### src/rtl/alu_exec.sv
// alu_exec: multi-cycle execute stage between register-file read and write ports.
// Ports: CLK, reset (sync, active-high), start/op/rd/dataA/dataB in;
//        busy, done, err, RFwrite, regW, dataW, flagN/Z/C out.
// Optional multiplier built when ALU_MUL_EN is defined; otherwise op 7 is illegal.
module alu_exec #(
    parameter int WIDTH   = 16,
    parameter int REGBITS = 3
) (
    input  logic               CLK,
    input  logic               reset,
    input  logic               start,
    input  logic [3:0]         op,
    input  logic [REGBITS-1:0] rd,
    input  logic [WIDTH-1:0]   dataA,
    input  logic [WIDTH-1:0]   dataB,
    output logic               busy,
    output logic               done,
    output logic               err,
    output logic               RFwrite,
    output logic [REGBITS-1:0] regW,
    output logic [WIDTH-1:0]   dataW,
    output logic               flagN,
    output logic               flagZ,
    output logic               flagC
);

    typedef enum logic [3:0] {
        OP_ADD = 4'd0,
        OP_SUB = 4'd1,
        OP_AND = 4'd2,
        OP_OR  = 4'd3,
        OP_NOT = 4'd4,
        OP_SHL = 4'd5,
        OP_SHR = 4'd6,
        OP_MUL = 4'd7,
        OP_MOV = 4'd8
    } op_e;

    typedef enum logic [2:0] {
        S_IDLE, S_EXEC, S_SHIFT, S_MUL, S_WB
    } state_e;

    state_e               state_q;
    logic [3:0]           op_q;
    logic [REGBITS-1:0]   rd_q;
    logic [WIDTH-1:0]     a_q;
    logic [WIDTH-1:0]     b_q;
    logic [4:0]           cnt_q;
    logic                 sc_q;
    logic                 done_q;
    logic                 err_q;
    logic                 wr_q;
    logic [REGBITS-1:0]   regW_q;
    logic [WIDTH-1:0]     dataW_q;
    logic                 n_q;
    logic                 z_q;
    logic                 c_q;
`ifdef ALU_MUL_EN
    logic [2*WIDTH-1:0]   acc_q;
    logic [2*WIDTH-1:0]   mc_q;
`endif

    logic                 legal_d;
    logic                 shift_d;
    logic                 fin_d;
    logic [WIDTH-1:0]     res_d;
    logic                 cy_d;
    logic [WIDTH:0]       sum_d;

`ifdef ALU_MUL_EN
    assign legal_d = (op <= 4'd8);
`else
    assign legal_d = (op <= 4'd8) && (op != OP_MUL);
`endif
    assign shift_d = (op == OP_SHL) || (op == OP_SHR);

    // Result/carry of whichever state finishes this cycle.
    always_comb begin
        sum_d = {1'b0, a_q} + {1'b0, b_q};
        res_d = '0;
        cy_d  = 1'b0;
        fin_d = 1'b0;
        case (op_q)
            OP_ADD: begin
                res_d = sum_d[WIDTH-1:0];
                cy_d  = sum_d[WIDTH];
            end
            OP_SUB: begin
                res_d = a_q - b_q;
                cy_d  = (a_q < b_q);
            end
            OP_AND: res_d = a_q & b_q;
            OP_OR:  res_d = a_q | b_q;
            OP_NOT: res_d = ~a_q;
            OP_MOV: res_d = b_q;
            default: ;
        endcase
        case (state_q)
            S_EXEC: fin_d = 1'b1;
            S_SHIFT: begin
                fin_d = (cnt_q == 5'd0);
                res_d = a_q;
                cy_d  = sc_q;
            end
`ifdef ALU_MUL_EN
            S_MUL: begin
                fin_d = (cnt_q == 5'd16);
                res_d = acc_q[WIDTH-1:0];
                cy_d  = |acc_q[2*WIDTH-1:WIDTH];
            end
`endif
            default: ;
        endcase
    end

    always_ff @(posedge CLK) begin
        if (reset) begin
            state_q <= S_IDLE;
            op_q    <= '0;
            rd_q    <= '0;
            a_q     <= '0;
            b_q     <= '0;
            cnt_q   <= '0;
            sc_q    <= 1'b0;
            done_q  <= 1'b0;
            err_q   <= 1'b0;
            wr_q    <= 1'b0;
            regW_q  <= '0;
            dataW_q <= '0;
            n_q     <= 1'b0;
            z_q     <= 1'b0;
            c_q     <= 1'b0;
`ifdef ALU_MUL_EN
            acc_q   <= '0;
            mc_q    <= '0;
`endif
        end else begin
            done_q <= 1'b0;
            err_q  <= 1'b0;
            wr_q   <= 1'b0;
            case (state_q)
                S_IDLE: if (start) begin
                    op_q  <= op;
                    rd_q  <= rd;
                    a_q   <= dataA;
                    b_q   <= dataB;
                    cnt_q <= {1'b0, dataB[3:0]};
                    sc_q  <= 1'b0;
                    if (!legal_d) begin
                        // Illegal op: straight to WB, flags/data untouched.
                        state_q <= S_WB;
                        done_q  <= 1'b1;
                        err_q   <= 1'b1;
                    end else if (shift_d) begin
                        state_q <= S_SHIFT;
`ifdef ALU_MUL_EN
                    end else if (op == OP_MUL) begin
                        state_q <= S_MUL;
                        cnt_q   <= '0;
                        acc_q   <= '0;
                        mc_q    <= {{WIDTH{1'b0}}, dataA};
`endif
                    end else begin
                        state_q <= S_EXEC;
                    end
                end
                S_SHIFT: if (cnt_q != 5'd0) begin
                    if (op_q == OP_SHL) begin
                        sc_q <= a_q[WIDTH-1];
                        a_q  <= a_q << 1;
                    end else begin
                        sc_q <= a_q[0];
                        a_q  <= a_q >> 1;
                    end
                    cnt_q <= cnt_q - 5'd1;
                end
`ifdef ALU_MUL_EN
                S_MUL: if (cnt_q != 5'd16) begin
                    if (b_q[0]) acc_q <= acc_q + mc_q;
                    mc_q  <= mc_q << 1;
                    b_q   <= b_q >> 1;
                    cnt_q <= cnt_q + 5'd1;
                end
`endif
                S_WB: state_q <= S_IDLE;
                default: ;
            endcase
            if (fin_d) begin
                state_q <= S_WB;
                done_q  <= 1'b1;
                wr_q    <= 1'b1;
                regW_q  <= rd_q;
                dataW_q <= res_d;
                n_q     <= res_d[WIDTH-1];
                z_q     <= (res_d == '0);
                c_q     <= cy_d;
            end
        end
    end

    assign busy    = (state_q != S_IDLE);
    assign done    = done_q;
    assign err     = err_q;
    assign RFwrite = wr_q;
    assign regW    = regW_q;
    assign dataW   = dataW_q;
    assign flagN   = n_q;
    assign flagZ   = z_q;
    assign flagC   = c_q;

endmodule
### config.mk
export PLATFORM = sky130hd
export DESIGN_NAME = alu_exec
export DESIGN_NICKNAME = d
export VERILOG_FILES = /design/src/rtl/alu_exec.sv
export SDC_FILE = /design/constraint.sdc
export NUM_CORES = 1
export LEC_CHECK = 0
export CORE_ASPECT_RATIO = 1.75
export CORE_UTILIZATION = 45
export DETAILED_ROUTE_END_ITERATION = 12
export PLACE_DENSITY = 0.7
export SETUP_SLACK_MARGIN = 0.3
export SYNTH_ARGS = -nofsm -noshare
export SYNTH_HDL_FRONTEND = slang
export SYNTH_SLANG_ARGS = --single-unit
### constraint.sdc
create_clock -name CLK -period 8.9 [get_ports CLK]
set_input_delay 1.78 -clock CLK [delete_from_list [all_inputs] [get_ports CLK]]
set_output_delay 1.78 -clock CLK [all_outputs]
set_load 0.03 [all_outputs]
Word-level counts from Yosys, hierarchy flattened:

Index checks and enable logic that the tools add are counted.

* $add $sub $neg: 3
* order comparisons: 2
* eq/ne operators: 15
* multiplexer cells: 26
* bitwise gates (word level): 3
* reductions and logical operators: 16

Operators by type and width (count)
* $pmux W16 S6: 1
* $mux W16: 4
* $pmux W16 S2: 1
* $add A16 B16 Y17: 1
* $and A16 B16 Y16: 1
* $eq A4 B3 Y1 const B: 4
* $logic_not A16 Y1: 1
* $lt A16 B16 Y1: 1
* $not A16 Y16: 1
* $or A16 B16 Y16: 1
* $sub A16 B16 Y16: 1
* $mux W5: 2
* $pmux W5 S2: 1
* $mux W1: 9
* $mux W3: 3
* $eq A4 B2 Y1 const B: 2
* $pmux W1 S2: 3
* $pmux W3 S2: 1
* $reduce_and A2 Y1: 3
* $reduce_bool A3 Y1: 2
* $logic_not A5 Y1: 1
* $reduce_bool A5 Y1: 1
* $sub A5 B1 Y5 const B: 1
* $eq A4 B1 Y1 const B: 1
* 16 further kinds: 18

* flip-flop bits (word level): 73
* output and inout bits: 26
* logic and storage cells: 81

Depth between registers and ports, before layout:

* depth after elaboration: 7
* depth in mapped cells: 13
* depth with buffers taken out: 13

Worst setup path after synthesis:

Ideal clock, no wire load.

* path type: input -> register
* from: in start
* to: reg cnt_q[3]
* setup time: 128 ps
* arrival: 2984 ps
* data required time: 8772 ps
* setup slack: 5788 ps
* stages: 8
* buffers on the path: 3
* path through: and2_1 -> clkbuf_1 -> o22ai_1 -> clkbuf_1 -> clkbuf_1 -> nor2_1 -> a21oi_1 -> nor2_1

* longest elaborated chain between the ends: 2

Ends and longest elaborated chain
* from (decl): line 11 `input logic start,`
* $ne A2 B2 Y1 (no line)
* $reduce_and A3 Y1 (no line)
* to (signal assigned): line 147 `cnt_q <= {1'b0, dataB[3:0]};`
* to (signal assigned): line 175 `cnt_q <= cnt_q - 5'd1;`
* to (decl): line 48 `logic [4:0] cnt_q;`

Every way passes these cells.
A chain may end at the register's enable or synchronous reset.

Worst setup path after layout:

* from: reg op_q[2]
* to: reg z_q, in the netlist flagZ

* longest elaborated chain between the ends: 4
* elaborated cells on any way between the ends: 9
* those cells by class: eq/ne: 5; mux: 2; reduce/logical: 2

Ends and longest elaborated chain
* from (decl): line 44 `logic [3:0] op_q;`
* from (signal assigned): line 143 `op_q <= op;`
* $eq A4 B4 Y1, or another cell as far along: line 83 `case (op_q)`
* $pmux W16 S6 *: line 83
* $mux W16 *: line 98 `case (state_q)`
* $logic_not A16 Y1 *: line 195 `z_q <= (res_d == '0);`
* to (signal assigned): line 195
* to (decl): line 56 `logic z_q;`

Every way passes the cells marked *; elsewhere a longest branch is shown, timed or not.

==> summary.md <==
| Metric | Value |
|---|---|
| Hold Path Class | reg2reg |
| Boundary pin count | 68 |
| CP top delay family | compound AO/OA/AOI/OAI gates |
| RSZ-0062 raised after global routing | no |
| Synth Cell Area | 0.00572 mm^2 |
| Post-CTS Setup Inserts | 0 |
| Cell taking the most area after synthesis | dfxtp_1 |
| Post-synthesis sequential area ratio | 25.2% |
| MaxCap Viol Count | 0 |
| Die area | 0.0132 mm^2 |
| Ys flop type | dfxtp_1 |
| Status | complete, no violations |
| Critical R2R Capture | flagZ |
| Die span in y | 151 um |
| CTS tree | done |
| Cell count after placement | 977 |
| Clk_lat worst skew | 0.35 ns |
| Power per cell area | 189 mW/mm^2 |
| Diode count | 0 |
| Residual DRC count | 0 |
| Final slew viol count | 0 |
| R2r setup slk | 5.01 ns |
| CP Data Arrival Time | 4.16 ns |
| Max_slew headroom | 32.5% |
| CTS buffer count | 9 |
| Total negative slack | 0 ns |
| Synthesis Warnings | 0 |
| Post-route ant nets | 0 |
| Adder-cell share of the synthesized area | 12.4% |
| Crit path launch type | flip-flop |
| Final hold violation count | 0 |
| Yosys cell types | 74 |
| Hold path depth | 2 |
| Share of cells above drive strength 1 | 6.55% |
| Port Buf Inserts | 67 |
| Crit path kind | reg2reg |
| Gp weighted congestion | 0.939 |
| NumNets Final | 916 |
| P_leak | 2.64 nW |
| Buf+Inv Stages, Crit Path | 0 |
| Reg2Reg Launch Point | op_q[2] |
| Crit path max fanout | 17 |
| Initial core utilization | 46.0% |
| CP Capture Type | flip-flop |
| Die W | 87.3 um |
| Number of synthesized register bits | 72 |
| Largest net degree at the start of global routing | 71 |
| Core area | 0.0124 mm^2 |
| Worst EP required | 9.17 ns |
| FFs w/ async S/R, synth | 0% |
| Initial DRC count | 489 |
| HPWL Detailed | 13.7 mm |
| Compound-gate portion of the synthesized area | 29.9% |
| Clk sinks | 72 |
| Combinational family with the most area after synthesis | compound AO/OA/AOI/OAI gates |
| Avg Synthesized Cell Area | 7.24 um^2 |
| Synth Area in Simple Gates | 24.3% |
| Synth area leaders | dfxtp_1 (25%), ha_1 (11%), a21oi_1 (8.3%), nor2_1 (7.5%), nand2_1 (6.2%) |
| Total Wirelength | 19.1 mm |
| Pre-Repair DR Iteration Count | 5 |
| Largest stage delay on the critical path | 0.83 ns |
| Hold_buf cts | 0 |
| Clock Skew | 0.00733 ns |
| Worst path cell trace | nand4bb_1 > o2bb2ai_1 > a2111oi_0 > o311ai_0 > a211oi_1 > a41o_1 > o32ai_1 > or3_1 > o31ai_2 |
| Vias | 6045 |
| Vias in the first global route | 5819 |
| H-tree levels | 3 |
| Worst Hold End | regW[2] |
| Final worst-path cycle share | 43.7% |
| Total gr overflow | 0 |
| Post-Syn Nets | 886 |
| Number of synthesized flops with an enable pin | 0 |
| Worst hold start | regW[2] |
| Xor and xnor fraction of the mapped netlist area | 0.459% |
| Critical path's slowest cell | dfxtp_1 |
| Antenna violations before repair | 0 |
| Post-layout minimum cycle time | 3.89 ns |
| Post-synthesis mux area share | 0.350% |
| Post-cts resize count | 0 |
| Row count | 54 |
| Top cell type's share of synthesized area | 25.2% |
| Number of cells on the worst reg-to-reg path | 9 |
| Vias/cell | 6.09 |
| # setup viols final | 0 |
| CP startpoint | op_q[2] |
| Max Root-Sink Buffers | 2 |
| Top-count cell post-synth | nor2_1 |
| Post-route insts no fill | 993 |
| Root Buffer | clkbuf_16 |
| Achievable frequency | 257 MHz |
| Cells after Synth | 790 |
| Synth top cells by count | nor2_1 (115), a21oi_1 (95), nand2_1 (94), dfxtp_1 (72), ha_1 (52) |
| Fillers | 1258 |
| Peak supply drop | 0.145 mV |
| Slew at the pin closest to its max-slew limit | 1.01 ns |
| First-pass GRT wire length | 30.4 mm |
| Wire length per cell | 19.3 um |
| Area grow syn2layout | 19.0% |
| Worst-path clk slew | 0.07 ns |
| Total track usage | 30.1% |
routing by layer:
layer  vias to the layer above  GRT usage (%)  routed length [um]
li1                       2874              -                   -
met1                      2854           35.3                7570
met2                       248           51.9                9640
met3                        69           5.23                 993
met4                         0           15.3                 933
met5                         -              0                   0
layout make-up:
class                   instances  area (um^2)  share of cell area, %
clock buffers                   9          225                   3.31
clock inverters                 7         85.1                   1.25
inverters                      48          180                   2.65
multi-input cells             611         3920                   57.5
flip-flops and latches         72         1440                   21.2
well taps                     168          210                   3.09
repair buffers                 78          748                   11.0
cell families after synthesis:
group | Yosys count
AOI/OAI and AO/OA | 247
xor gates and xnor gates | 3
adders and majority gates | 56
buffers and inverters | 107
DFF | 72
muxes | 2
and+or+nand+nor | 303
flip-flops by register name, indices dropped and copies added (netlist names):
name	flops
sc_q	1
op_q	4
cnt_q	5
regW	3
rd_q	3
err	1
done	1
RFwrite	1
flagZ	1
state_q	3
flagC	1
b_q	16
a_q	16
dataW	16
stage by stage:
stage	util (%)	area (um^2)	total power (W)	hold slack [ns]	worst slack (ns)
after detailed placement	52.3	6500	0.000888	0.450	4.91
after global placement	52.3	6500	0.000880	0.443	4.98
final	54.8	6810	0.00128	0.457	5.01
after global routing	54.8	6810	0.00135	0.483	4.96
after floorplan	-	5720	0.000733	0.437	5.79
after CTS	54.8	6810	0.00128	0.463	5.22
cells in the final DEF, fill, tap and decap left out, types with 3 or more instances in the layout:
master,netlist,layout
a21o_1,6,6
nand2b_1,5,5
or3_1,9,9
a31oi_1,10,10
a221o_1,4,4
a221oi_1,5,5
o31ai_1,3,3
nor4b_2,1,3
or2_2,6,6
nor3_1,29,29
nor3b_1,6,5
a21oi_1,95,94
a22oi_1,4,4
clkdlybuf4s50_1,0,66
clkbuf_16,0,9
and3_1,4,4
o311a_1,3,3
nor2_1,115,115
buf_4,1,11
nor4_1,5,4
nand3_1,3,3
nand4_1,3,3
nand2_1,94,94
o21a_1,5,5
nor2b_1,6,6
o21bai_1,3,3
ha_1,52,52
dfxtp_1,72,72
o22ai_1,5,4
o221ai_1,6,6
a2bb2oi_1,4,4
o211ai_1,9,9
a211o_1,4,4
a211oi_1,29,29
nand3b_1,3,3
o21ai_0,16,16
inv_1,48,48
a2111oi_0,4,4
tightest hold or removal path, stage by stage, from the launching register on:
cell and delay [ns]:
dfxtp_1 0.31, nand2_1 0.05, a21oi_1 0.05
power breakdown:
part	switching, W	leakage (nW)	total [W]	internal [W]
clock network	0.000166	0.146	0.000389	0.000223
logic	0.000310	1.90	0.000502	0.000192
registers	0.0000426	0.589	0.000394	0.000351
total	0.000518	2.64	0.00128	0.000766
worst max-delay path by stage:
stage	endpoint	slack [ns]	depth (start not counted)
floorplan	cnt_q[3]	5.79	8
global placement	cnt_q[0]	4.98	8
detailed placement	cnt_q[0]	4.91	8
CTS	flagZ	5.22	9
global route	flagZ	4.96	9
finish	flagZ	5.01	9
No activity file was read; power rests on OpenSTA's default activity.
